<file path="config.mk">
export PLATFORM = sky130hd
export DESIGN_NAME = cpu_int_seq
export DESIGN_NICKNAME = d
export VERILOG_FILES = /design/src/rtl/cpu_pkg.sv /design/src/rtl/cpu_nmi_edge.sv /design/src/rtl/cpu_int_seq.sv
export SDC_FILE = /design/constraint.sdc
export NUM_CORES = 1
export LEC_CHECK = 0
export CORE_ASPECT_RATIO = 0.8
export CORE_MARGIN = 1
export CORE_UTILIZATION = 35
export CTS_BUF_LIST = sky130_fd_sc_hd__clkbuf_4 sky130_fd_sc_hd__clkbuf_8
export CTS_CLUSTER_SIZE = 25
export DETAILED_ROUTE_END_ITERATION = 16
export HOLD_SLACK_MARGIN = 0.15
export PLACE_DENSITY = 0.82
export SETUP_SLACK_MARGIN = 0.4
export SYNTH_ARGS = -nofsm -noshare
export SYNTH_HDL_FRONTEND = slang
export SYNTH_HIERARCHICAL = 1
export SYNTH_SLANG_ARGS = --single-unit
</file>
<file path="constraint.sdc">
create_clock -name clk -period 2.5 [get_ports clk]
set_clock_uncertainty 0.2 [all_clocks]
set_input_delay 0.375 -clock clk [delete_from_list [all_inputs] [get_ports clk]]
set_output_delay 0.375 -clock clk [all_outputs]
set_load 0.02 [all_outputs]
</file>
<file path="src/rtl/cpu_pkg.sv">
// Shared types and constants for the 6502 interrupt/reset sequencer.
package cpu_pkg;

  localparam int unsigned ADDR_W = 16;
  localparam int unsigned DATA_W = 8;

  // Sequencer states; reset lands in ST_RST_VL.
  typedef enum logic [3:0] {
    ST_RST_VL   = 4'd0,
    ST_RST_VH   = 4'd1,
    ST_IDLE     = 4'd2,
    ST_PUSH_PCH = 4'd3,
    ST_PUSH_PCL = 4'd4,
    ST_PUSH_P   = 4'd5,
    ST_VEC_LO   = 4'd6,
    ST_VEC_HI   = 4'd7,
    ST_LOAD     = 4'd8
  } int_state_t;

  // Default vector addresses.
  localparam logic [ADDR_W-1:0] VEC_NMI_DEF = 16'hFFFA;
  localparam logic [ADDR_W-1:0] VEC_RST_DEF = 16'hFFFC;
  localparam logic [ADDR_W-1:0] VEC_IRQ_DEF = 16'hFFFE;

  // Hardware stack lives in page $01.
  localparam logic [DATA_W-1:0] STACK_PAGE = 8'h01;

  // Status register bit positions.
  localparam int unsigned P_I = 2;
  localparam int unsigned P_B = 4;
  localparam int unsigned P_U = 5;

  // Status byte as written to the stack: U forced high, B reflects BRK.
  function automatic logic [DATA_W-1:0] push_status(input logic [DATA_W-1:0] p,
                                                    input logic              is_brk);
    logic [DATA_W-1:0] r;
    r      = p;
    r[P_U] = 1'b1;
    r[P_B] = is_brk;
    return r;
  endfunction

endpackage

</file>
<file path="src/rtl/cpu_nmi_edge.sv">
// NMI falling-edge detector with a sticky pending flag.
module cpu_nmi_edge (
  input  logic clk,
  input  logic rst_n,
  input  logic nmi_n_i,
  input  logic clr_i,
  output logic pend_o
);

  logic prev_q;
  logic pend_q, pend_d;
  logic fall;

  assign fall = prev_q & ~nmi_n_i;

  // A new edge wins over a same-cycle clear so it is never lost.
  always_comb begin
    pend_d = pend_q;
    if (clr_i) pend_d = 1'b0;
    if (fall)  pend_d = 1'b1;
  end

  // Previous line value and pending flag; line idles high.
  always_ff @(posedge clk or negedge rst_n) begin
    if (!rst_n) begin
      prev_q <= 1'b1;
      pend_q <= 1'b0;
    end else begin
      prev_q <= nmi_n_i;
      pend_q <= pend_d;
    end
  end

  assign pend_o = pend_q;

endmodule

</file>
<file path="src/rtl/cpu_int_seq.sv">
// Reset/NMI/IRQ/BRK entry sequencer: stacks PC and P, fetches a vector, loads PC.
module cpu_int_seq
  import cpu_pkg::*;
#(
  parameter logic [15:0] VEC_NMI = VEC_NMI_DEF,
  parameter logic [15:0] VEC_RST = VEC_RST_DEF,
  parameter logic [15:0] VEC_IRQ = VEC_IRQ_DEF
) (
  input  logic        clk,
  input  logic        rst_n,
  input  logic        nmi_n,
  input  logic        irq_n,
  input  logic        brk_req,
  input  logic        instr_boundary,
  input  logic        i_flag,
  input  logic [7:0]  p_in,
  input  logic [15:0] reg_pc,
  input  logic [7:0]  reg_sp,
  input  logic [7:0]  mem_rdata,
  output logic [15:0] mem_addr,
  output logic [7:0]  mem_wdata,
  output logic        mem_we,
  output logic        sp_push,
  output logic        reg_pc_write,
  output logic [15:0] pc_in,
  output logic        set_i,
  output logic        busy,
  output logic        seq_done
);

  int_state_t        state_q, state_d;
  logic              is_brk_q, is_brk_d;
  logic [7:0]        lo_q, lo_d;
  logic [15:0]       vec_q, vec_d;
  logic              nmi_pend;
  logic              nmi_clr;
  logic [15:0]       vec_sel;
  logic              irq_req;

  cpu_nmi_edge u_nmi_edge (
    .clk     (clk),
    .rst_n   (rst_n),
    .nmi_n_i (nmi_n),
    .clr_i   (nmi_clr),
    .pend_o  (nmi_pend)
  );

  assign irq_req = ~irq_n & ~i_flag;
  // A pending NMI overrides whatever request started the sequence.
  assign vec_sel = nmi_pend ? VEC_NMI : VEC_IRQ;

  // Next-state, B-bit capture, vector address and low-byte latches.
  always_comb begin
    state_d  = state_q;
    is_brk_d = is_brk_q;
    lo_d     = lo_q;
    vec_d    = vec_q;
    nmi_clr  = 1'b0;
    case (state_q)
      ST_RST_VL: state_d = ST_RST_VH;
      ST_RST_VH: begin
        lo_d    = mem_rdata;
        state_d = ST_LOAD;
      end
      ST_IDLE: begin
        if (instr_boundary) begin
          if (brk_req) begin
            is_brk_d = 1'b1;
            state_d  = ST_PUSH_PCH;
          end else if (nmi_pend || irq_req) begin
            is_brk_d = 1'b0;
            state_d  = ST_PUSH_PCH;
          end
        end
      end
      ST_PUSH_PCH: state_d = ST_PUSH_PCL;
      ST_PUSH_PCL: state_d = ST_PUSH_P;
      ST_PUSH_P:   state_d = ST_VEC_LO;
      ST_VEC_LO: begin
        vec_d   = vec_sel;
        nmi_clr = nmi_pend;
        state_d = ST_VEC_HI;
      end
      ST_VEC_HI: begin
        lo_d    = mem_rdata;
        state_d = ST_LOAD;
      end
      ST_LOAD: state_d = ST_IDLE;
      default: state_d = ST_RST_VL;
    endcase
  end

  // Sequencer registers.
  always_ff @(posedge clk or negedge rst_n) begin
    if (!rst_n) begin
      state_q  <= ST_RST_VL;
      is_brk_q <= 1'b0;
      lo_q     <= 8'h00;
      vec_q    <= 16'h0000;
    end else begin
      state_q  <= state_d;
      is_brk_q <= is_brk_d;
      lo_q     <= lo_d;
      vec_q    <= vec_d;
    end
  end

  // Bus and register-file controls decoded from state.
  always_comb begin
    mem_addr     = 16'h0000;
    mem_wdata    = 8'h00;
    mem_we       = 1'b0;
    sp_push      = 1'b0;
    reg_pc_write = 1'b0;
    pc_in        = 16'h0000;
    set_i        = 1'b0;
    seq_done     = 1'b0;
    case (state_q)
      ST_RST_VL: mem_addr = VEC_RST;
      ST_RST_VH: mem_addr = VEC_RST + 16'd1;
      ST_PUSH_PCH: begin
        mem_addr  = {STACK_PAGE, reg_sp};
        mem_wdata = reg_pc[15:8];
        mem_we    = 1'b1;
        sp_push   = 1'b1;
      end
      ST_PUSH_PCL: begin
        mem_addr  = {STACK_PAGE, reg_sp};
        mem_wdata = reg_pc[7:0];
        mem_we    = 1'b1;
        sp_push   = 1'b1;
      end
      ST_PUSH_P: begin
        mem_addr  = {STACK_PAGE, reg_sp};
        mem_wdata = push_status(p_in, is_brk_q);
        mem_we    = 1'b1;
        sp_push   = 1'b1;
      end
      ST_VEC_LO: mem_addr = vec_sel;
      ST_VEC_HI: mem_addr = vec_q + 16'd1;
      ST_LOAD: begin
        pc_in        = {mem_rdata, lo_q};
        reg_pc_write = 1'b1;
        set_i        = 1'b1;
        seq_done     = 1'b1;
      end
      default: ;
    endcase
  end

  assign busy = (state_q != ST_IDLE);

endmodule

</file>
# After elaboration in Yosys (flattened, before gate mapping)
# Cells that the tools add are included.
# totals
regBits	31
elab_cells	46
# classes
addsub	1
n_eq_ne	11
n_mux	15
bitwise_logic	5
reduce_logical	8
# op_table
cell	n
16-bit case mux with 5 select lines	1
4-bit case mux with 8 select lines	1
8-bit case mux with 3 select lines	1
16-bit by 1-bit adder with 16-bit output, second input constant	1
4-bit by 3-bit == test with 1-bit output, second input constant	4
16-bit 2-to-1 mux	1
4-bit 2-to-1 mux	3
4-bit by 2-bit == test with 1-bit output, second input constant	2
1-bit 2-to-1 mux	7
4-bit by 1-bit == test with 1-bit output, second input constant	1
4-bit == test, second input constant	1
4-bit logical NOT	1
4-bit by 2-bit != test with 1-bit output, second input constant	1
2-bit nonzero test	2
3-bit 2-to-1 mux	1
3-bit != test, second input constant	1
1-bit inverter	3
3-bit AND reduction	1
3-bit OR reduction	1
1-bit AND	2
2-bit != test, second input constant	1
2-bit AND reduction	1
2-bit OR reduction	1
1-bit logical OR	1

# Logic depth before layout (Yosys ltp)
# depth
depth_word	7
mapped_depth	5
ltp_nobuf	3

# Modules after synthesis
# Netlist, hierarchy kept.
# modules_own_cells
mod	n_inst	cells_per_inst	area_each_um2
cpu_int_seq	1	131	1191.1
cpu_nmi_edge	1	5	71.3

# Worst setup path before layout
# No wires, ideal clock.
# synth_path
path_kind	register to output
startpoint	reg state_q[1]
endpoint	out mem_addr[10]
arrival_ns	1.673
slack_ns	0.252
stages_incl_launch_ff	6
path_buffers	2
path_cell_list	dfrtp_1 -> clkbuf_1 -> and2_1 -> a21oi_1 -> nor2_1 -> buf_4
# synth_via
elab_chain_len	3
elab_cells_between_ends	9
cone_classes	eq/ne (6); mux (1); reduce/logical (2)
# synth_rtl
item	line	rtl
start: declaration	cpu_int_seq.sv:31	int_state_t state_q, state_d;
start signal: assignment	cpu_int_seq.sv:101	state_q <= state_d;
4-bit by 3-bit == test with 1-bit output / 4-bit by 2-bit == test with 1-bit output (equally long branches)	cpu_int_seq.sv:118	case (state_q)
3-bit OR reduction (no line)	n/a	
16-bit case mux with 5 select lines *	cpu_int_seq.sv:118	
end: declaration	cpu_int_seq.sv:20	output logic [15:0] mem_addr,
# Every way passes the cells marked *; elsewhere a longest branch is shown, timed or not.

# Final worst setup path
# layout_path
startpoint	reg state_q[2]
endpoint	out pc_in[10]
# layout_via
elab_chain_len	2
# layout_rtl
item	line	rtl
4-bit == test	cpu_int_seq.sv:118	
16-bit 2-to-1 mux	cpu_int_seq.sv:118	
end: declaration	cpu_int_seq.sv:25	output logic [15:0] pc_in,
# Every way passes these cells.

==> impl_summary.md <==
Cells and area
The most common cell after layout, fill and taps aside is clkdlybuf4s50_1. The count of placed standard cells in the final layout, fillers left out is 293. Of the cells placed in the final design, the portion with a size suffix greater than 1 is 52.2%. The top cell types in the final layout, fill and taps aside, are 44 x clkdlybuf4s50_1, 34 x buf_6, 25 x buf_4. The repair_antennas step left the layout with diodes totalling 0. The relative area change from synthesis to final layout is 113%.

The final net count is 299.

Clocking
In this run the number of H-tree levels came out at 1. In this run the deepest clock path goes through 2 buffers. The later-pin clock latency in the skew report is about 0.27 ns.

The CTS sink count is 17. CTS placed an instance of clkbuf_8 at the clock tree root. The clock-pin slew on the worst setup and hold paths is 0.08 ns. In this run, post-CTS hold repair placed 0 buffers. The CTS tree is built. Clock tree synthesis inserted a total of 3 buffers.

Power and ir drop
Dividing total power by cell area gives a power density of 1220 mW/mm^2. The design draws 0.00329 W. The static leakage power is roughly 1.2 nW. IR analysis of the VDD net gives a maximum drop of 0.674 mV.

Setup path
The reg-to-reg critical path startpoint is state_q[2]$_DFFE_PN0P_. The worst-case register-to-register setup slack is 0.40 ns. The worst reg-to-reg path cell count is 6.

Data on the critical path arrives at its endpoint at between 1.5 and 2 ns. The critical path endpoint category is an output port. The most critical setup path has its startpoint at state_q[2]$_DFFE_PN0P_. STA classifies the critical path startpoint as a flip-flop. The maximum fanout along the worst path is 4.

The reg-to-reg endpoint is lo_q[2]$_DFFE_PN0P_. The required time of the critical path is between 1.5 and 2 ns. The critical path class is flip-flop to output port. The critical path ends at pc_in[10].

Floorplan
The total I/O pin count is 93. For this configuration, the core starts out at a cell density of 36.6%. The floorplan step set the die height to 55.7 um.

The number of placement rows is 19. The total area inside the core boundary comes to about 0.0034 sq mm. The floorplan step set the die width to 69.1 um. The total die area is 0.00385 sq mm.

Placed design
The detailed-placement wirelength estimate is 2.65 mm. The number of placed cells counting well taps is 264. Port buffering added 90 buffers.

The congestion estimate from routability-driven global placement came to 0.778.

Logic synthesis
Sequential elements use 33.8% of the synthesized area. Each instance of the synthesized netlist takes up on average 9.28 sq um. Synthesis produced a netlist whose cell count is between 100 and 150. The net count of the mapped netlist is 183. The number of library cell types mapped by synthesis is 35. The synthesized netlist occupies a cell area of 0.00126 sq mm. The total of flip-flops plus latches after synthesis is 17.

The number of synthesis warnings is 6.

Global routing
The first global-routing pass estimated 6.04 mm of wire. Entering global routing, the biggest net connects 18 pins. The via count of the first global-routing pass is 1319. The number of antenna violations at the first check in global routing came to 0. Summed over all layers, the global routing overflow is 0. The global routing usage summed across all routing layers is slightly below 20%.

Timing
The post-route setup TNS is 0 ns. The fraction of the cycle the final worst path needs is between 90 and 100%. Setup violations remaining at the end of the flow were counted as 0. The worst pin sits at a relative slew slack of 51.1%. For this run, the top clock speed supported by timing is 427 MHz.

Setup repair after global routing could not meet its margin everywhere. The shortest period the worst path allows is 2.34 ns. The number of hold violations in the final report was 0.

At the pin with the least slew margin, the transition time is about 0.73 ns. The number of pins exceeding their max-slew limit in the final report is 0.

Route
The overall routed net length is between 4 and 5 mm. The detailed router placed 1457 vias in this run. The total iterations of the first detailed-routing run is 4. The final routed DRC violation total is 0. After detailed routing, the number of vias per cell comes to 4.97. Once detail routing completed, the nets flagged for antenna violations numbered 0. After the first detailed-routing iteration, the DRC count stood at 26. The mean routed wirelength per cell is 15.1 um.

Status
The run finished with clean final reports.

Hold path
The startpoint of the tightest hold check path is lo_q[2]$_DFFE_PN0P_. In this run the worst hold path is classified as flip-flop to flip-flop.

Job
Across the run, the number of max-cap violations was 0.
[final cells by class]
type | instances | area [sq um]
repair buffers | 130 | 1310
multi-input cells | 95 | 830
fillers | 222 | 756
flip-flops and latches | 17 | 430
well taps | 42 | 52.6
clock buffers | 3 | 41.3
inverters | 5 | 18.8
clock inverters | 1 | 7.51
[worst min path at each step]
stage	to	slack, ns	depth (start not counted)
final	lo_q[2]$_DFFE_PN0P_	0.32	1
after detailed placement	vec_q[1]$_DFFE_PN0P_	0.28	1
after floorplan	is_brk_q$_DFFE_PN0P_	-0.12	0
after global routing	lo_q[2]$_DFFE_PN0P_	0.33	1
after global placement	vec_q[1]$_DFFE_PN0P_	0.28	1
after CTS	lo_q[5]$_DFFE_PN0P_	0.31	1
[repair_timing]
action / in CTS / in global routing
pin swaps: 6 / 10
resized for setup: 183 / 88
buffers inserted: 6 / 15
setup endpoints to repair: 46 / 53
cloned: 2 / 2
[cell usage after synthesis (all sizes together)]
library cell  number  area share, %
nor4bb             3            2.4
nor2               6            1.8
a21oi              4            1.6
mux2i              7            5.6
a22oi              1           0.59
o31ai              1           0.59
o311ai             1           0.69
or4b               1           0.79
a31oi              1           0.50
nor3b              2            1.2
nand2              9            2.7
buf               15            8.1
nand3b             1           0.59
a32o               1           0.79
clkbuf             4            1.2
o2bb2ai            5            3.5
nor4b              2            2.4
or3                1           0.50
mux2               8            9.5
o21bai             1           0.59
and2              18            8.9
a211oi             1           0.59
nand2b             3            1.5
nand3              2           0.79
o22ai              1           0.99
dfstp              1            2.1
o21ai              9            3.6
inv                5            1.5
dfrtp             16             32
nor2b              3            1.5
nor3               1           0.40
or2                2           0.99
[worst max-delay path: stages, from the launching register on]
cell     delay [ns]
dfrtp_2        0.44
buf_6          0.14
nor4b_4        0.31
buf_4          0.18
buf_6          0.11
buf_6          0.09
and2_4         0.13
buf_6          0.10
[where the power goes]
part           total, W  internal [W]  switching, W
registers      0.000549      0.000410      0.000140
clock network  0.000221      0.000113      0.000108
logic           0.00252       0.00138       0.00114
[layer usage]
metal,global-route usage (%),wire (um)
met4,5.25,48
met2,31.5,2240
met5,0,0
met3,5.25,303
met1,25.2,1840
[sequential cells by signal (all words and copies together), names as in the netlist]
register / cells
vec_q: 2
is_brk_q: 1
u_nmi_edge/prev_q: 1
lo_q: 8
u_nmi_edge/pend_o: 1
state_q: 4
[logic make-up (layout without fill, tap and decap cells)]
logic type,Yosys count,after routing,synth area share (%)
buf+inv,24,139,10.8
simple gates,54,54,26.4
flops,17,17,33.8
mux,15,15,15.1
compound gates,26,26,14.0
[through the flow]
stage | hold WS (ns) | cell area (sq um) | utilization, % | worst slack [ns]
5_1_grt | 0.329 | 2690 | 78.1 | 0.0786
4_1_cts | 0.311 | 2420 | 70.2 | 0.172
3_5_place_dp | 0.282 | 2220 | 64.4 | -0.0628
3_3_place_gp | 0.281 | 2220 | 64.4 | -0.0152
2_1_floorplan | -0.121 | 1270 | - | 0.436
6_report | 0.318 | 2690 | 78.1 | 0.159
No activity file was read; power rests on OpenSTA's default activity.
